File: src/rtl/branch_predictor_if.sv
// Fetch-side lookup and EX/MEM training/recovery signals of the branch predictor.
// master drives PC and resolved-branch info; slave (the predictor) returns predictions.
interface branch_predictor_if;
    logic [31:0] pc_if;
    logic        pred_taken;
    logic [31:0] pred_target;
    logic        upd_valid;
    logic        upd_en;
    logic [31:0] upd_pc;
    logic        upd_taken;
    logic [31:0] upd_target;
    logic        upd_pred_taken;
    logic [31:0] upd_pred_target;
    logic        mispredict;
    logic [31:0] recover_pc;
    logic [15:0] br_count;
    logic [15:0] miss_count;

    modport master (
        output pc_if, upd_valid, upd_en, upd_pc, upd_taken, upd_target,
               upd_pred_taken, upd_pred_target,
        input  pred_taken, pred_target, mispredict, recover_pc, br_count, miss_count
    );

    modport slave (
        input  pc_if, upd_valid, upd_en, upd_pc, upd_taken, upd_target,
               upd_pred_taken, upd_pred_target,
        output pred_taken, pred_target, mispredict, recover_pc, br_count, miss_count
    );
endinterface

File: src/rtl/branch_predictor.sv
// Direct-mapped BTB with 2-bit saturating direction counters; zero-latency lookup,
// training on resolved branches, misprediction/recovery signalling and statistics.
module branch_predictor #(
    parameter int unsigned IDX_W    = 4,
    parameter logic [1:0]  CNT_INIT = 2'b01
) (
    input  logic                CLK,
    input  logic                RST,
    branch_predictor_if.slave   bp
);
    localparam int unsigned DEPTH = 1 << IDX_W;
    localparam int unsigned TAG_W = 30 - IDX_W;

    logic [DEPTH-1:0] valid_q;
    logic [TAG_W-1:0] tag_q [DEPTH];
    logic [1:0]       cnt_q [DEPTH];
    logic [31:0]      tgt_q [DEPTH];
    logic [15:0]      br_q;
    logic [15:0]      miss_q;

    logic [IDX_W-1:0] lk_idx;
    logic [TAG_W-1:0] lk_tag;
    logic             lk_hit;
    logic [IDX_W-1:0] up_idx;
    logic [TAG_W-1:0] up_tag;
    logic             up_hit;
    logic             train;
    logic             mispredict;
    logic             unused_pc_bits;

    assign unused_pc_bits = ^bp.pc_if[1:0];

    always_comb begin
        lk_idx = bp.pc_if[IDX_W+1:2];
        lk_tag = bp.pc_if[31:IDX_W+2];
        lk_hit = valid_q[lk_idx] && (tag_q[lk_idx] == lk_tag);
        bp.pred_taken  = lk_hit && cnt_q[lk_idx][1];
        bp.pred_target = (lk_hit && cnt_q[lk_idx][1]) ? tgt_q[lk_idx] : '0;
    end

    always_comb begin
        up_idx = bp.upd_pc[IDX_W+1:2];
        up_tag = bp.upd_pc[31:IDX_W+2];
        up_hit = valid_q[up_idx] && (tag_q[up_idx] == up_tag);
        train  = bp.upd_valid && bp.upd_en;
        // mispredict is left unqualified by upd_en; the hazard unit gates it
        mispredict = bp.upd_valid &&
                     ((bp.upd_pred_taken != bp.upd_taken) ||
                      (bp.upd_taken && (bp.upd_pred_target != bp.upd_target)));
        bp.mispredict = mispredict;
        bp.recover_pc = bp.upd_taken ? bp.upd_target : bp.upd_pc + 32'd4;
        bp.br_count   = br_q;
        bp.miss_count = miss_q;
    end

    always_ff @(posedge CLK) begin
        if (RST) begin
            valid_q <= '0;
            for (int unsigned i = 0; i < DEPTH; i++) begin
                tag_q[i] <= '0;
                cnt_q[i] <= CNT_INIT;
                tgt_q[i] <= '0;
            end
            br_q   <= '0;
            miss_q <= '0;
        end else if (train) begin
            if (up_hit) begin
                if (bp.upd_taken) begin
                    cnt_q[up_idx] <= (cnt_q[up_idx] == 2'b11) ? 2'b11 : cnt_q[up_idx] + 2'd1;
                    tgt_q[up_idx] <= bp.upd_target;
                end else begin
                    cnt_q[up_idx] <= (cnt_q[up_idx] == 2'b00) ? 2'b00 : cnt_q[up_idx] - 2'd1;
                end
            end else if (bp.upd_taken) begin
                valid_q[up_idx] <= 1'b1;
                tag_q[up_idx]   <= up_tag;
                cnt_q[up_idx]   <= 2'b10;
                tgt_q[up_idx]   <= bp.upd_target;
            end
            if (br_q != '1)
                br_q <= br_q + 16'd1;
            if (mispredict && (miss_q != '1))
                miss_q <= miss_q + 16'd1;
        end
    end
endmodule

File: src/flat_wrapper.sv
// flat-port wrapper written by rule: the top's interface ports become plain ports
module branch_predictor_flat 
#(
    parameter int unsigned IDX_W    = 4,
    parameter logic [1:0]  CNT_INIT = 2'b01
)
  (CLK, RST, bp_pc_if, bp_upd_valid, bp_upd_en, bp_upd_pc, bp_upd_taken, bp_upd_target, bp_upd_pred_taken, bp_upd_pred_target, bp_pred_taken, bp_pred_target, bp_mispredict, bp_recover_pc, bp_br_count, bp_miss_count);
  branch_predictor_if bp_i ();
  input  logic CLK;
  input  logic RST;
  input wire logic [$bits(bp_i.pc_if)-1:0] bp_pc_if;
  input wire logic [$bits(bp_i.upd_valid)-1:0] bp_upd_valid;
  input wire logic [$bits(bp_i.upd_en)-1:0] bp_upd_en;
  input wire logic [$bits(bp_i.upd_pc)-1:0] bp_upd_pc;
  input wire logic [$bits(bp_i.upd_taken)-1:0] bp_upd_taken;
  input wire logic [$bits(bp_i.upd_target)-1:0] bp_upd_target;
  input wire logic [$bits(bp_i.upd_pred_taken)-1:0] bp_upd_pred_taken;
  input wire logic [$bits(bp_i.upd_pred_target)-1:0] bp_upd_pred_target;
  output wire logic [$bits(bp_i.pred_taken)-1:0] bp_pred_taken;
  output wire logic [$bits(bp_i.pred_target)-1:0] bp_pred_target;
  output wire logic [$bits(bp_i.mispredict)-1:0] bp_mispredict;
  output wire logic [$bits(bp_i.recover_pc)-1:0] bp_recover_pc;
  output wire logic [$bits(bp_i.br_count)-1:0] bp_br_count;
  output wire logic [$bits(bp_i.miss_count)-1:0] bp_miss_count;
  assign bp_i.pc_if = bp_pc_if;
  assign bp_i.upd_valid = bp_upd_valid;
  assign bp_i.upd_en = bp_upd_en;
  assign bp_i.upd_pc = bp_upd_pc;
  assign bp_i.upd_taken = bp_upd_taken;
  assign bp_i.upd_target = bp_upd_target;
  assign bp_i.upd_pred_taken = bp_upd_pred_taken;
  assign bp_i.upd_pred_target = bp_upd_pred_target;
  assign bp_pred_taken = bp_i.pred_taken;
  assign bp_pred_target = bp_i.pred_target;
  assign bp_mispredict = bp_i.mispredict;
  assign bp_recover_pc = bp_i.recover_pc;
  assign bp_br_count = bp_i.br_count;
  assign bp_miss_count = bp_i.miss_count;
  branch_predictor #(.IDX_W(IDX_W), .CNT_INIT(CNT_INIT)) u_core (.CLK(CLK), .RST(RST), .bp(bp_i));
endmodule
File: config.mk
export PLATFORM = sky130hd
export DESIGN_NAME = branch_predictor_flat
export DESIGN_NICKNAME = d
export VERILOG_FILES = /design/src/rtl/branch_predictor_if.sv /design/src/rtl/branch_predictor.sv /design/src/flat_wrapper.sv
export SDC_FILE = /design/constraint.sdc
export NUM_CORES = 2
export LEC_CHECK = 0
export ABC_CLOCK_PERIOD_IN_PS = 13100
export CORE_MARGIN = 3
export CORE_UTILIZATION = 34
export CTS_CLUSTER_DIAMETER = 50
export CTS_CLUSTER_SIZE = 14
export DETAILED_ROUTE_END_ITERATION = 12
export PLACE_DENSITY = 0.62
export SYNTH_ARGS = -nofsm -noshare
export SYNTH_HDL_FRONTEND = slang
export SYNTH_SLANG_ARGS = --single-unit
File: constraint.sdc
create_clock -name CLK -period 13.1 [get_ports CLK]
set_input_delay 2.62 -clock CLK [delete_from_list [all_inputs] [get_ports CLK]]
set_output_delay 2.62 -clock CLK [all_outputs]
set_load 0.05 [all_outputs]
# Yosys cells after proc, flatten, opt, wreduce, memory -nomap -nowiden

Memories as Yosys holds them, arrays and structs flattened.
Cells that the tools add are included.

Add/subtract/negate cells: 5
$lt $le $gt $ge: 3
Equal/unequal tests: 7
Mux-type cells: 38
Bitwise logic cells: 5
Reductions and logical operators: 16

Operators by type and width:

| cell                                                                                 | number |
|---|---|
| 32-bit 2-to-1 mux                                                                    | 4 |
| 26-bit == test                                                                       | 2 |
| 16-bit by 1-bit adder with 16-bit output (second input constant)                     | 2 |
| 32-bit by 3-bit adder with 32-bit output (second input constant)                     | 1 |
| 16-bit inequality test (second input constant)                                       | 2 |
| 32-bit inequality test                                                               | 1 |
| 32-bit OR reduction                                                                  | 1 |
| 26-bit 2-to-1 mux                                                                    | 1 |
| 26-bit OR reduction                                                                  | 1 |
| 1-bit 2-to-1 mux                                                                     | 22 |
| 16-bit OR                                                                            | 1 |
| 4-bit 2-to-1 mux                                                                     | 3 |
| 4-bit by 5-bit < comparator with 1-bit output (second input constant)                | 2 |
| 2-bit 2-to-1 mux                                                                     | 5 |
| 1-bit binary-select mux with 4-bit select                                            | 2 |
| 1-bit logical AND                                                                    | 8 |
| 1-bit demux with 4-bit select                                                        | 1 |
| 4-bit by 1-bit greater-or-equal comparator with 1-bit output (second input constant) | 1 |
| 2-bit AND reduction                                                                  | 2 |
| 1-bit OR                                                                             | 3 |
| 3-bit AND reduction                                                                  | 1 |
| 2-bit by 1-bit adder with 2-bit output (second input constant)                       | 1 |
| 2-bit == test (second input constant)                                                | 1 |
| 2-bit logical NOT                                                                    | 1 |
| 5 further kinds                                                                      | 5 |

Bits in registers: 48
Memory bits (writable): 960
Input port bits: 134
Output and inout bits: 98
Word-level logic and storage cells: 80
Memories: 3

Memories:

| memory       | depth | width | read ports | clocked after Yosys merged registers in | wr ports | RTL line               | text |
|---|---|---|---|---|---|---|---|
| u_core.tgt_q | 16    | 32    | 1          | 0                                       | 16       | branch_predictor.sv:17 | `logic [31:0] tgt_q [DEPTH];` |
| u_core.tag_q | 16    | 26    | 2          | 0                                       | 16       | branch_predictor.sv:15 | `logic [TAG_W-1:0] tag_q [DEPTH];` |
| u_core.cnt_q | 16    | 2     | 2          | 0                                       | 16       | branch_predictor.sv:16 | `logic [1:0] cnt_q [DEPTH];` |

# Longest topological paths before layout

Depth after elaboration: 11
Gate-level depth with buffers: 16

# Worst setup path before layout

Ideal clock, no wire load.

Path kind: in2out
Start: input port bp_upd_pc[3]
End: output port bp_recover_pc[31]
Arrival: 6082 ps
Slack: 4398 ps
Stages on the path: 13
Cell sequence: buf_2 buf_2 buf_2 buf_2 nand4_1 or2_2 clkbuf_1 or3_1 clkbuf_1 nor3_1 nand3_1 xnor2_1 o21ai_0

Word-level cells in the longest chain between the ends: 2

Ends and longest elaborated chain:

| what                                     | RTL line               | text |
|---|---|---|
| start, declared                          | flat_wrapper.sv:14     | `input wire logic [$bits(bp_i.upd_pc)-1:0] bp_upd_pc;` |
| 32-bit by 3-bit adder with 32-bit output | branch_predictor.sv:51 | `bp.recover_pc = bp.upd_taken ? bp.upd_target : bp.upd_pc + 32'd4;` |
| 32-bit 2-to-1 mux                        | branch_predictor.sv:51 |  |
| end, declared                            | flat_wrapper.sv:22     | `output wire logic [$bits(bp_i.recover_pc)-1:0] bp_recover_pc;` |

Every way passes these cells.

# Worst setup path in the final report

Start: input port bp_pc_if[2]
End: output port bp_pred_target[3]

Word-level cells in the longest chain between the ends: 5
Elaborated cells between the ends (all ways): 9
Classes of those cells: 1 x eq/ne; 3 x mux; 2 x reduce/logical; 3 x memory

Ends and longest elaborated chain:

| what                                                                            | RTL line               | text |
|---|---|---|
| start, declared                                                                 | flat_wrapper.sv:11     | `input wire logic [$bits(bp_i.pc_if)-1:0] bp_pc_if;` |
| memory 16 x 26 bit or 1-bit binary-select mux with 4-bit select (tied branches) | n/a                    |  |
| 26-bit == test or 1-bit 2-to-1 mux (tied branches)                              | branch_predictor.sv:36 | `lk_hit = valid_q[lk_idx] && (tag_q[lk_idx] == lk_tag);` |
| 1-bit logical AND                                                               | branch_predictor.sv:36 |  |
| 1-bit logical AND                                                               | branch_predictor.sv:38 | `bp.pred_target = (lk_hit && cnt_q[lk_idx][1]) ? tgt_q[lk_idx] : '0;` |
| 32-bit 2-to-1 mux (*)                                                           | branch_predictor.sv:38 |  |
| end, declared                                                                   | flat_wrapper.sv:20     | `output wire logic [$bits(bp_i.pred_target)-1:0] bp_pred_target;` |

Every way passes the cells marked *; elsewhere a longest branch is shown, timed or not. The select of a mux whose other input is x is not followed.

==> results by group <==
Clocking
  • Cts repair resizes: 0
  • Clock buffer depth: 3
  • Hold_buf cts: 0
  • Num CTS Buffers: around 110
  • Post-CTS Setup Inserts: 0
  • Root buf cell: clkbuf_16
  • Sink Count: between 1000 and 1500
  • CTS tree: built
  • Clk slew on worst S/H paths: ~0.060 ns
  • CTS H-Tree Depth: 3
  • Worst-Skew Late Latency: between 0.7 and 0.8 ns

Placed design
  • Cell count after placement: between 5000 and 6000
  • Gpl congestion: slightly below 0.9
  • Hpwl dp: a little over 100000 um
  • Buffers added on ports: about 230

Yosys
  • Syn Inst Count: 3495
  • Compound-cell area share of the yosys netlist: roughly 2.3%
  • Count leader, synth: edfxtp_1
  • Synth top area share: ~56%
  • Post-synthesis cell area: between 50000 and 60000 um^2
  • Synth Area in Simple Gates: 15.4%
  • Ys flop type: edfxtp_1
  • Mapped Avg Cell Area: between 10 and 15 um^2
  • Syn nets: about 3600
  • Synth area leaders: edfxtp_1, mux4_2, and3_1
  • Yosys top cell by area: edfxtp_1
  • Seq cells post-synth: 1008
  • Sequential share of the synthesized area: 58.0%
  • Number of enable flip-flop cells after synthesis: 960
  • Largest family of logic cells by synthesized area: multiplexers
  • Mux contribution to synthesized area: a little under a fifth
  • Ys async rst share: 0%
  • Synth unique cells: 67
  • Commonest cells in the netlist: edfxtp_1, and3_1, mux4_2
  • Yosys warning count: 0
  • Post-Synth Adder-Cell Area: less than 1%
  • Post-synthesis xor/xnor area fraction: under 10%

Global routing
  • Total gr overflow: 0
  • Vias in the first global route: around 34000
  • Pin count of the biggest net entering global routing: ~130
  • Total GRT Usage: around 23%
  • Global-route wire length before repair: between 200000 and 300000 um
  • Initial antenna violation count: 30

Timing
  • Final min period: between 10 and 15 ns
  • Period utilization: around four fifths
  • RSZ-0062 raised after global routing: no
  • Final Hold Vio Count: 0
  • Setup violators final: 0
  • F_max: about 95 MHz
  • Setup tns final: 0 ns
  • Measured slew at the worst slew-check pin: between 1 and 1.5 ns
  • Slew margin rel.: around 11%
  • Worst clock skew: roughly 0.080 ns
  • Slew Viols, Final: 0

Setup path
  • CP Class: input pin to output port
  • Arrival time at the worst endpoint: roughly 7.9 ns
  • Worst Setup End Kind: output port
  • Worst Path Required: 10.48 ns
  • Worst-path maximum fanout: 63
  • Critical Path Source Type: input pin

Floorplan
  • I/O pins: around 230
  • DIE WIDTH: 395 um
  • Num rows: 141
  • Die height: roughly 390 um
  • Core Area: 149000 um^2
  • Die ar.: between 150000 and 200000 um^2
  • Initial Utilization: about 34%

Min path
  • Hold WC Path Type: flip-flop to flip-flop

Power
  • Switching portion of total power: 25.8%
  • PwrDens: around 130 nW/um^2
  • Clk pwr share: roughly two fifths
  • Peak VDD IR: 0.116 mV
  • Leak: ~0.022 uW
  • Int Pwr: 5860 uW
  • Seq pwr share: between 40% and 50%
  • P_sw: roughly 2000 uW
  • Logic pwr share: a little over a tenth

Layout
  • Core Util, Final: 39.8%
  • Area Overhead vs Synth: 15.5%
  • # nets final: approximately 3700
  • Final non-filler cell total: approximately 5700
  • Filler cells: 13700
  • Layout cells sized above 1: roughly a fifth

Route
  • Via count: between 30000 and 40000
  • First-pass iteration count of the detailed router: 7
  • Avg WL per Cell: 32.0 um
  • Vias/cell: roughly 5.9
  • DRT antenna net count: 0
  • First DRT Iteration DRCs: 4629
  • Routed WL: between 150000 and 200000 um
  • DR DRC count: 0

Job
  • Max_cap viols: 0

Status
  • Status: completed
## sequential cells by signal, indices dropped and copies added, names as in the netlist
signal                count
u_core.tgt_q            512
u_core.valid_q           16
u_core.bp.miss_count     16
u_core.cnt_q             32
u_core.tag_q            416
u_core.bp.br_count       16
## kinds of logic after synthesis
family	count (synthesis)
AND/OR/NAND/NOR	1324
flip-flops	1008
multiplexers	449
buffers and inverters	413
AO/OA/AOI/OAI	165
XOR/XNOR	130
adder cells (fa/ha/maj)	6
## power groups by stage
stage	Combinational, uW	Sequential (uW)	Clock (uW)
final	856	3740	3310
after CTS	853	3740	3340
after floorplan	505	3780	0
after global placement	848	3790	0
after detailed placement	850	3800	0
after global routing	886	3750	3460
## routing by layer
metal | track usage (%) | vias to the layer above | wire length, um
li1 | - | 13700 | -
met1 | 29.9 | 17400 | 68800
met2 | 36.4 | 2028 | 85000
met3 | 5.59 | 370 | 19800
met4 | 9.39 | 18 | 7310
met5 | 0 | - | 113
## final cells by class
| type | count | area (um^2) | area share [%] |
|---|---|---|---|
| timing repair buffer | 330 | 3060 | 5.17 |
| clock buffer | 122 | 2840 | 4.79 |
| antenna | 19 | 47.5 | 0.0802 |
| clock inverter | 84 | 1030 | 1.74 |
| sequential | 1008 | 29800 | 50.2 |
| tap | 2002 | 2500 | 4.22 |
| inverter | 25 | 93.8 | 0.158 |
| multi-input combinational | 2074 | 19900 | 33.6 |
## layout by cell type (no fill, tap or decap), drive strengths merged, types with 7 or more instances in the layout
cell type / synthesis / routed
nor2: 53 / 53
mux2i: 41 / 41
clkbuf: 318 / 122
inv: 20 / 40
a31o: 16 / 16
o21ai: 52 / 52
and2: 391 / 391
and3: 564 / 564
nand4: 40 / 40
edfxtp: 960 / 960
a22oi: 13 / 13
mux4: 402 / 402
nand3: 30 / 30
and4: 17 / 17
clkinv: 5 / 44
xnor2: 54 / 54
nor2b: 56 / 56
or3: 8 / 8
dfxtp: 48 / 48
bufinv: 0 / 12
clkdlybuf4s50: 0 / 221
diode: 0 / 19
nand2: 96 / 96
nor4: 13 / 13
nor3: 11 / 11
clkinvlp: 0 / 13
a21o: 16 / 16
xor2: 76 / 76
a21oi: 10 / 10
or2: 34 / 34
buf: 70 / 109
a22o: 7 / 7
a221oi: 7 / 7
## worst paths after layout
path | start | end | slack (ns) | depth (start not counted)
max | bp_pc_if[2] | bp_pred_target[3] | 2.61 | 12
min | u_core.valid_q[14]$_SDFFE_PP0N_ | u_core.valid_q[14]$_SDFFE_PP0N_ | 0.48 | 1
min reg2reg | u_core.valid_q[14]$_SDFFE_PP0N_ | u_core.valid_q[14]$_SDFFE_PP0N_ | 0.48 | 1
max reg2reg | u_core.tag_q[13][22]$_SDFFCE_PN0P_ | u_core.tag_q[12][23]$_SDFFCE_PN0P_ | 7.83 | 9
## metrics by stage
step                total power (uW)  hold slack (ns)  setup slack (ns)  instance area [um^2]
detailed placement              4650            0.468              2.84                 55400
global route                    8100            0.501              2.14                 59300
CTS                             7930            0.481              2.85                 59300
global placement                4640            0.458              2.92                 55400
finish                          7900            0.481              2.61                 59300
floorplan                       4280            0.438              4.40                 51300
## critical path: stages
cell and delay, ns:
buf_8 0.50, buf_12 0.52, buf_4 0.91, nand3_1 0.13, o21ai_0 0.11, mux4_2 0.28
o211ai_1 0.12, nor4_1 0.79, nand4_1 0.18, buf_4 0.31, nor2b_1 0.23, clkdlybuf4s50_1 0.83
No activity file was read; power rests on OpenSTA's default activity.
